==> config.mk <==
export PLATFORM = sky130hd
export DESIGN_NAME = result_collector
export DESIGN_NICKNAME = d
export VERILOG_FILES = /design/src/rtl/result_collector_pkg.sv /design/src/rtl/result_collector_slot_ram.sv /design/src/rtl/result_collector.sv
export SDC_FILE = /design/constraint.sdc
export NUM_CORES = 2
export LEC_CHECK = 0
export BUFFER_PORTS_ARGS = -buffer_cell sky130_fd_sc_hd__clkbuf_2
export CORE_MARGIN = 2
export CORE_UTILIZATION = 30
export CTS_BUF_LIST = sky130_fd_sc_hd__clkbuf_4
export DETAILED_ROUTE_END_ITERATION = 12
export HOLD_SLACK_MARGIN = 0.05
export PLACE_DENSITY = 0.52
export SKIP_LAST_GASP = 1
export SYNTH_ARGS = -nofsm -noshare
export SYNTH_HDL_FRONTEND = slang
export SYNTH_SLANG_ARGS = --single-unit
==> constraint.sdc <==
create_clock -name ACLK -period 2.9 [get_ports ACLK]
set_input_delay 0.29 -clock ACLK [delete_from_list [all_inputs] [get_ports ACLK]]
set_output_delay 0.29 -clock ACLK [all_outputs]
set_load 0.01 [all_outputs]
==> src/rtl/result_collector_pkg.sv <==
// Shared constants and FSM encoding for the result collector.
package result_collector_pkg;

  localparam int N_DEST_DEF = 64;
  localparam int DATA_W_DEF = 32;
  localparam int DEST_W     = 6;
  localparam int CNT_W      = 7;

  typedef enum logic {
    ST_COLLECT = 1'b0,
    ST_STREAM  = 1'b1
  } state_e;

endpackage

==> src/rtl/result_collector_slot_ram.sv <==
// Result slot storage: one synchronous write port, one asynchronous read port.
module result_slot_ram #(
  parameter int DEPTH  = 64,
  parameter int DATA_W = 32,
  parameter int ADDR_W = 6
) (
  input  logic              i_clk,
  input  logic              i_we,
  input  logic [ADDR_W-1:0] i_waddr,
  input  logic [DATA_W-1:0] i_wdata,
  input  logic [ADDR_W-1:0] i_raddr,
  output logic [DATA_W-1:0] o_rdata
);

  logic [DATA_W-1:0] r_mem [DEPTH];

  // Slot write; contents are deliberately not reset.
  always_ff @(posedge i_clk) begin
    if (i_we) begin
      r_mem[i_waddr] <= i_wdata;
    end
  end

  assign o_rdata = r_mem[i_raddr];

endmodule

==> src/rtl/result_collector.sv <==
// Gathers dot-product results into slots, then streams them out in slot order
// once every slot has been filled at least once.
module result_collector
  import result_collector_pkg::*;
#(
  parameter int N_DEST = N_DEST_DEF,
  parameter int DATA_W = DATA_W_DEF
) (
  input  logic              ACLK,
  input  logic              ARESETN,
  input  logic              DP_VALID,
  input  logic [DATA_W-1:0] DOT_PRODUCT,
  input  logic [DEST_W-1:0] DEST_O,
  input  logic              SOFT_CLR,
  output logic [DATA_W-1:0] M_AXIS_TDATA,
  output logic              M_AXIS_TVALID,
  input  logic              M_AXIS_TREADY,
  output logic              M_AXIS_TLAST,
  output logic              BUSY,
  output logic              DUP_ERR,
  output logic              OVERRUN
);

  localparam logic [DEST_W-1:0] LAST_IDX = DEST_W'(N_DEST - 1);
  localparam logic [CNT_W-1:0]  LAST_CNT = CNT_W'(N_DEST - 1);

  state_e              r_state, w_state_nxt;
  logic [N_DEST-1:0]   r_fill, w_fill_nxt;
  logic [CNT_W-1:0]    r_cnt, w_cnt_nxt;
  logic [DEST_W-1:0]   r_rd_idx, w_rd_idx_nxt;
  logic                r_dup_err, w_dup_err_nxt;
  logic                r_overrun, w_overrun_nxt;
  logic                w_wr_en;
  logic [DATA_W-1:0]   w_rd_data;

  result_slot_ram #(
    .DEPTH  (N_DEST),
    .DATA_W (DATA_W),
    .ADDR_W (DEST_W)
  ) u_slot_ram (
    .i_clk   (ACLK),
    .i_we    (w_wr_en),
    .i_waddr (DEST_O),
    .i_wdata (DOT_PRODUCT),
    .i_raddr (r_rd_idx),
    .o_rdata (w_rd_data)
  );

  // Next-state, bookkeeping and write-enable decode; SOFT_CLR wins over everything.
  always_comb begin
    w_state_nxt   = r_state;
    w_fill_nxt    = r_fill;
    w_cnt_nxt     = r_cnt;
    w_rd_idx_nxt  = r_rd_idx;
    w_dup_err_nxt = r_dup_err;
    w_overrun_nxt = r_overrun;
    w_wr_en       = 1'b0;
    if (SOFT_CLR) begin
      w_state_nxt   = ST_COLLECT;
      w_fill_nxt    = {N_DEST{1'b0}};
      w_cnt_nxt     = {CNT_W{1'b0}};
      w_rd_idx_nxt  = {DEST_W{1'b0}};
      w_dup_err_nxt = 1'b0;
      w_overrun_nxt = 1'b0;
    end else begin
      case (r_state)
        ST_COLLECT: begin
          if (DP_VALID) begin
            w_wr_en = 1'b1;
            if (r_fill[DEST_O]) begin
              w_dup_err_nxt = 1'b1;
            end else begin
              w_fill_nxt[DEST_O] = 1'b1;
              w_cnt_nxt          = r_cnt + CNT_W'(1);
              if (r_cnt == LAST_CNT) begin
                w_state_nxt  = ST_STREAM;
                w_rd_idx_nxt = {DEST_W{1'b0}};
              end else begin
                w_state_nxt  = ST_COLLECT;
              end
            end
          end else begin
            w_wr_en = 1'b0;
          end
        end
        ST_STREAM: begin
          // Results arriving now have nowhere to go, including on the final beat.
          if (DP_VALID) begin
            w_overrun_nxt = 1'b1;
          end else begin
            w_overrun_nxt = r_overrun;
          end
          if (M_AXIS_TREADY) begin
            if (r_rd_idx == LAST_IDX) begin
              w_state_nxt  = ST_COLLECT;
              w_fill_nxt   = {N_DEST{1'b0}};
              w_cnt_nxt    = {CNT_W{1'b0}};
              w_rd_idx_nxt = {DEST_W{1'b0}};
            end else begin
              w_rd_idx_nxt = r_rd_idx + DEST_W'(1);
            end
          end else begin
            w_rd_idx_nxt = r_rd_idx;
          end
        end
        default: begin
          w_state_nxt = ST_COLLECT;
        end
      endcase
    end
  end

  // State and bookkeeping registers.
  always_ff @(posedge ACLK or negedge ARESETN) begin
    if (!ARESETN) begin
      r_state   <= ST_COLLECT;
      r_fill    <= {N_DEST{1'b0}};
      r_cnt     <= {CNT_W{1'b0}};
      r_rd_idx  <= {DEST_W{1'b0}};
      r_dup_err <= 1'b0;
      r_overrun <= 1'b0;
    end else begin
      r_state   <= w_state_nxt;
      r_fill    <= w_fill_nxt;
      r_cnt     <= w_cnt_nxt;
      r_rd_idx  <= w_rd_idx_nxt;
      r_dup_err <= w_dup_err_nxt;
      r_overrun <= w_overrun_nxt;
    end
  end

  assign BUSY          = (r_state == ST_STREAM);
  assign M_AXIS_TVALID = (r_state == ST_STREAM);
  assign M_AXIS_TLAST  = (r_state == ST_STREAM) && (r_rd_idx == LAST_IDX);
  assign M_AXIS_TDATA  = (r_state == ST_STREAM) ? w_rd_data : {DATA_W{1'b0}};
  assign DUP_ERR       = r_dup_err;
  assign OVERRUN       = r_overrun;

endmodule

==> Word level (Yosys, flattened, before mapping) <==
Memory sizes are Yosys's and may differ from the RTL's.
Index checks and enable logic that the tools add are counted.
{ "classes": {"multipliers": 0, "magnitude_cmp": 2, "shift": 0, "muxes": 43, "n_eq_ne": 8, "div": 0, "addsub": 2, "bitwise_logic": 2, "reduce_logical": 9} }
{ "ops": {"columns": ["op", "n"], "rows": [
  ["64-bit two-way mux", 5],
  ["64-bit case mux with 2 select lines", 1],
  ["64-bit OR", 1],
  ["6-bit two-way mux", 6],
  ["7-bit two-way mux", 5],
  ["32-bit two-way mux", 1],
  ["1-bit two-way mux", 20],
  ["7-bit case mux with 2 select lines", 1],
  ["3-bit inequality test (second input constant)", 4],
  ["6-bit case mux with 2 select lines", 1],
  ["4-bit AND reduction", 2],
  ["7-bit by 1-bit adder with 7-bit output (second input constant)", 1],
  ["7-bit by 6-bit equality test with 1-bit output (second input constant)", 1],
  ["6-bit by 7-bit < comparator with 1-bit output (second input constant)", 1],
  ["6-bit by 1-bit adder with 6-bit output (second input constant)", 1],
  ["1-bit binary-select mux with 6-bit select", 1],
  ["1-bit demux with 6-bit select", 1],
  ["6-bit equality test (second input constant)", 1],
  ["6-bit by 1-bit greater-or-equal comparator with 1-bit output (second input constant)", 1],
  ["2-bit nonzero test", 3],
  ["3-bit by 2-bit inequality test with 1-bit output (second input constant)", 1],
  ["3-bit AND reduction", 1],
  ["1-bit logical AND", 2],
  ["2-bit inequality test (second input constant)", 1],
  ["other kinds (3)", 3]
]} }
{ "totals": {"rom_bits": 0, "register_bits": 80, "latch_bits": 0, "n_memories": 1, "elab_cells": 73, "mem_bits_rw": 2048} }
{ "mem_list": {"columns": ["memory", "words", "width", "read_ports", "rd_ports_with_merged_regs", "write_ports", "line_no", "text"], "rows": [
  ["u_slot_ram.r_mem", 64, 32, 1, 0, 1, "result_collector_slot_ram.sv:15", "logic [DATA_W-1:0] r_mem [DEPTH];"]
]} }

==> Logic depth before layout (Yosys ltp) <==
{ "logic_depth": {"word_depth": 9, "mapped_depth": 11} }

==> Cells and area by module <==
From an unflattened synthesis, not the netlist that was laid out.
{ "unflattened": {"hier_cells": 3659, "area_unflattened_um2": 81981.1} }
{ "by_module_without_submodules": {"columns": ["module", "area_per_inst_um2", "seq_area_each_um2", "cells_per_inst", "n_inst"], "rows": [
  ["result_slot_ram", 77874.7, 61499.0, 3292, 1],
  ["result_collector", 4106.4, 2001.9, 367, 1]
]} }

==> Worst setup path before layout <==
No wires, ideal clock.
{ "synth_timing": {"kind": "input port to flip-flop", "startpoint": "input port DEST_O[0]", "endpoint": "memory u_slot_ram.r_mem[40][0] (enable)", "t_arrival_ps": 2918, "required_time_ps": 2479, "n_path_buf": 4, "setup_slack_ps": -439, "setup_time_ps": 421, "stages": 7, "path_cell_list": "buf_2 buf_2 or3_1 clkbuf_1 nand2b_1 clkbuf_1 nor2_1"} }
{ "synth_lines": {"columns": ["element", "line_no", "text"], "rows": [
  ["start, declared", "result_collector.sv:13", "input logic [DEST_W-1:0] DEST_O,"],
  ["end, declared", "result_collector_slot_ram.sv:15", null]
]} }
No word-level cell before the write port.

==> Worst setup path in the final report <==
{ "layout_timing": {"startpoint": "register r_rd_idx[0]", "endpoint": "output port M_AXIS_TDATA[23]"} }
{ "layout_between": {"elab_chain_cells": 2} }
{ "layout_lines": {"columns": ["element", "line_no", "text"], "rows": [
  ["start, declared", "result_collector.sv:30", "logic [DEST_W-1:0] r_rd_idx, w_rd_idx_nxt;"],
  ["start signal, assigned", "result_collector.sv:119", "r_rd_idx <= {DEST_W{1'b0}};"],
  ["start signal, assigned", "result_collector.sv:126", "r_rd_idx <= w_rd_idx_nxt;"],
  ["memory 64 x 32 bit", null, null],
  ["32-bit two-way mux", "result_collector.sv:135", "assign M_AXIS_TDATA = (r_state == ST_STREAM) ? w_rd_data : {DATA_W{1'b0}};"],
  ["end, declared", "result_collector.sv:15", "output logic [DATA_W-1:0] M_AXIS_TDATA,"]
]} }
No other way between the ends.

==> flow_metrics.py <==
metrics = {
    "job": {
        "drv_cap": 0,
    },
    "pwr": {
        "leakage_nw": 30.7,
        "vdd_drop_max_mv": 0.347,
        "power.density_mw_per_mm2": 612,
        "seqPwrFrac": 0.562,
        "p_clk_frac": 0.421,
        "internal_power_w": 0.0472,
        "sw_frac_of_total": 0.214,
        "comb_power_share": 0.016,
        "switchingPower_w": 0.0129,
    },
    "placement": {
        "routabilityCongestion": 0.754,
        "dpl.cell_count": 7129,
        "hpwl_um": 130000,
        "io_buffers": 79,
    },
    "yosys": {
        "syn_area_mm2": 0.0819,
        "synth_largest_area_cell": "edfxtp_1",
        "synth_area_leaders": "edfxtp_1 (75%), mux4_2 (18%), dfrtp_1 (2.4%)",
        "yosysSeqAreaShare": 0.776,
        "async_reset_ff_frac": 0.0376,
        "synthFlopType": "edfxtp_1",
        "syn_nets": 3446,
        "avgSynthCellArea_um2": 24.1,
        "synth_edf_count": 2048,
        "synth_cell_types": 46,
        "synth-seq-cells": 2128,
        "synth_warnings": 0,
        "synth_top_area_share": 0.751,
        "syn_inst": 3401,
    },
    "outcome": {
        "status": "complete, but fails checks",
        "violations": "setup timing",
    },
    "die": {
        "coreArea_mm2": 0.271,
        "row_count": 191,
        "start_util": 0.302,
        "die_width_um": 526,
        "die_area_mm2": 0.277,
        "pin_count": 80,
        "die_h_um": 526,
    },
    "final_layout": {
        "drive_gt1_frac": 0.428,
        "stdcell_count": 8145,
        "final_common_cell": "edfxtp_1",
        "mostFrequentLayoutCells": "edfxtp_1 (2048), clkbuf_4 (766), mux4_2 (672), buf_4 (142), buf_12 (139)",
        "syn2layout_area_growth_pct": 20.0,
        "nNetsFinal": 4236,
    },
    "worst_setup_path": {
        "crit_top_cell": "mux4_2",
        "end_kind": "primary output",
        "worstPathMaxFanout": 25,
        "crit_buf_inv": 3,
        "worst-setup-path-type": "flip-flop to primary output",
        "crit_chain": "buf_16 > buf_12 > mux4_2 > mux4_2 > mux4_2 > and2_1 > clkbuf_2",
        "crit_required_ps": 2610,
        "critical_path.top_delay_family": "multiplexers",
        "crit_path_top_delay_cell": "mux4_2",
        "slowest_delay_ps": 580,
        "arrival_ps": 4290,
        "startpoint_type": "flip-flop",
    },
    "cts": {
        "cts_tree": "done",
        "cts_buffer_depth": 4,
        "cts_buffers": 544,
        "clockRootBuffer": "clkbuf_4",
        "clock-sinks": 2128,
        "clk_latency_ps": 1290,
        "htree_levels": 6,
        "clk_pin_slew_ps": 70,
    },
    "routing": {
        "drc": 0,
        "drtPass1Iterations": 5,
        "routed_wl_um": 236000,
        "vias": 41124,
        "wl_per_cell_um": 29.0,
        "ant_nets": 0,
        "drtIter0Drc": 4781,
        "avgViaCountPerCell": 5.05,
    },
    "global_routing": {
        "track_usage": 0.168,
        "grt_pass1_vias": 42981,
        "grt_max_degree": 65,
        "grt_pass1_wl_um": 328000,
        "grt.overflow.total": 0,
        "antenna_found_initial": 21,
    },
    "timing": {
        "worst_pin_slew_ps": 1290,
        "clock.fmax_ghz": 0.218,
        "maxSlewViolCount": 0,
        "whs_ps": 219,
        "fin_ws_ps": -1680,
        "skew_ps": 59.7,
        "period_minus_slack_ps": 4580,
        "max-slew-margin-rel": 0.141,
        "setup_violations": 83,
        "hold_viol": 0,
        "rsz0062_at_grt": "yes",
        "min_period_over_period": 1.58,
    },
    "worst_hold_path": {
        "min_path_type": "primary input to flip-flop",
    },
}
-- state kept, by name, indices dropped and copies added, names as in the netlist --
signal            cells
u_slot_ram.r_mem   2048
BUSY                  1
r_fill               64
DUP_ERR               1
r_cnt                 7
OVERRUN               1
r_rd_idx              6
-- synth_stat cells (all sizes together) (10+ instances only) --
cell       n
o21a      56
buf       79
nand2     30
mux4     672
edfxtp  2048
nor3      59
nand3     17
o41ai     10
dfrtp     80
nor2      72
a21oi     13
clkbuf   121
and2      35
mux2i     35
-- path summary, 6_finish.rpt --
| check | depth (start not counted) | start | slack, ps | end |
|---|---|---|---|---|
| worst max register to register | 10 | r_rd_idx[0] | -80 | r_fill[51] |
| worst min-delay path | 2 | DOT_PRODUCT[18] | 220 | u_slot_ram.r_mem[21][18] |
| worst max-delay path | 7 | r_rd_idx[0] | -1680 | M_AXIS_TDATA[23] |
| min in group asynchronous | 5 | ARESETN | 720 | r_rd_idx[0] |
| worst min register to register | 2 | r_fill[8] | 470 | r_fill[8] |
| max in group asynchronous | 5 | ARESETN | 1880 | r_rd_idx[4] |
-- metal layers --
metal | global-route usage | share of wire | vias to the layer above
met5 | 0 | 0.00019 | -
met2 | 0.275 | 0.49 | 1729
met3 | 0.0402 | 0.075 | 365
li1 | - | - | 16652
met1 | 0.219 | 0.40 | 22370
met4 | 0.0579 | 0.028 | 8
-- cells by family (layout without fill, tap and decap cells) --
logic type	Yosys count	in the layout	synth area share
AO/OA/AOI/OAI	106	106	0.00932
flip-flops	2128	2128	0.776
other	0	10	0
multiplexers	708	708	0.189
AND/OR/NAND/NOR	246	246	0.0148
XOR/XNOR	1	1	0.000107
adder cells (fa/ha/maj)	2	2	0.000306
buffers and inverters	210	1374	0.0107
-- through the flow --
| stage | area [um2] | util | power, W | setup slack (ps) | setup TNS (ps) |
|---|---|---|---|---|---|
| after floorplan | 81900 | - | 0.0347 | -439 | -427410 |
| after global placement | 90300 | 0.333 | 0.0353 | -439 | -11880 |
| after detailed placement | 90300 | 0.333 | 0.0354 | -430 | -11850 |
| after CTS | 98000 | 0.361 | 0.0609 | -1860 | -59150 |
| after global routing | 98300 | 0.362 | 0.0625 | -1810 | -67450 |
| final | 98300 | 0.362 | 0.0601 | -1680 | -55180 |
-- power by group through the flow --
stage	clock network, W	logic, W	registers, W
final	0.0253	0.000978	0.0338
after floorplan	0	0.000229	0.0344
after CTS	0.0261	0.000988	0.0338
after global placement	0	0.000861	0.0345
after detailed placement	0	0.000904	0.0345
after global routing	0.0277	0.00107	0.0338
-- cell type report --
class | count | area [um2]
diodes | 10 | 25.0
clock buffers | 766 | 5750
clock inverters | 154 | 982
fillers | 24841 | 173000
inverters | 10 | 46.3
multi-input cells | 1063 | 18000
flip-flops and latches | 2128 | 63500
well taps | 3570 | 4470
repair buffers | 444 | 5470
-- what timing repair did --
action | CTS | global route
buffers inserted | 9 | 5
gates cloned | 5 | 7
setup endpoints to repair | 72 | 92
hold buffers | 60 | 0
resized for setup | 20 | 4
endpoints found under the hold margin | 2570 | 0
pin swaps | 2 | 2
No activity file was read; power rests on OpenSTA's default activity.
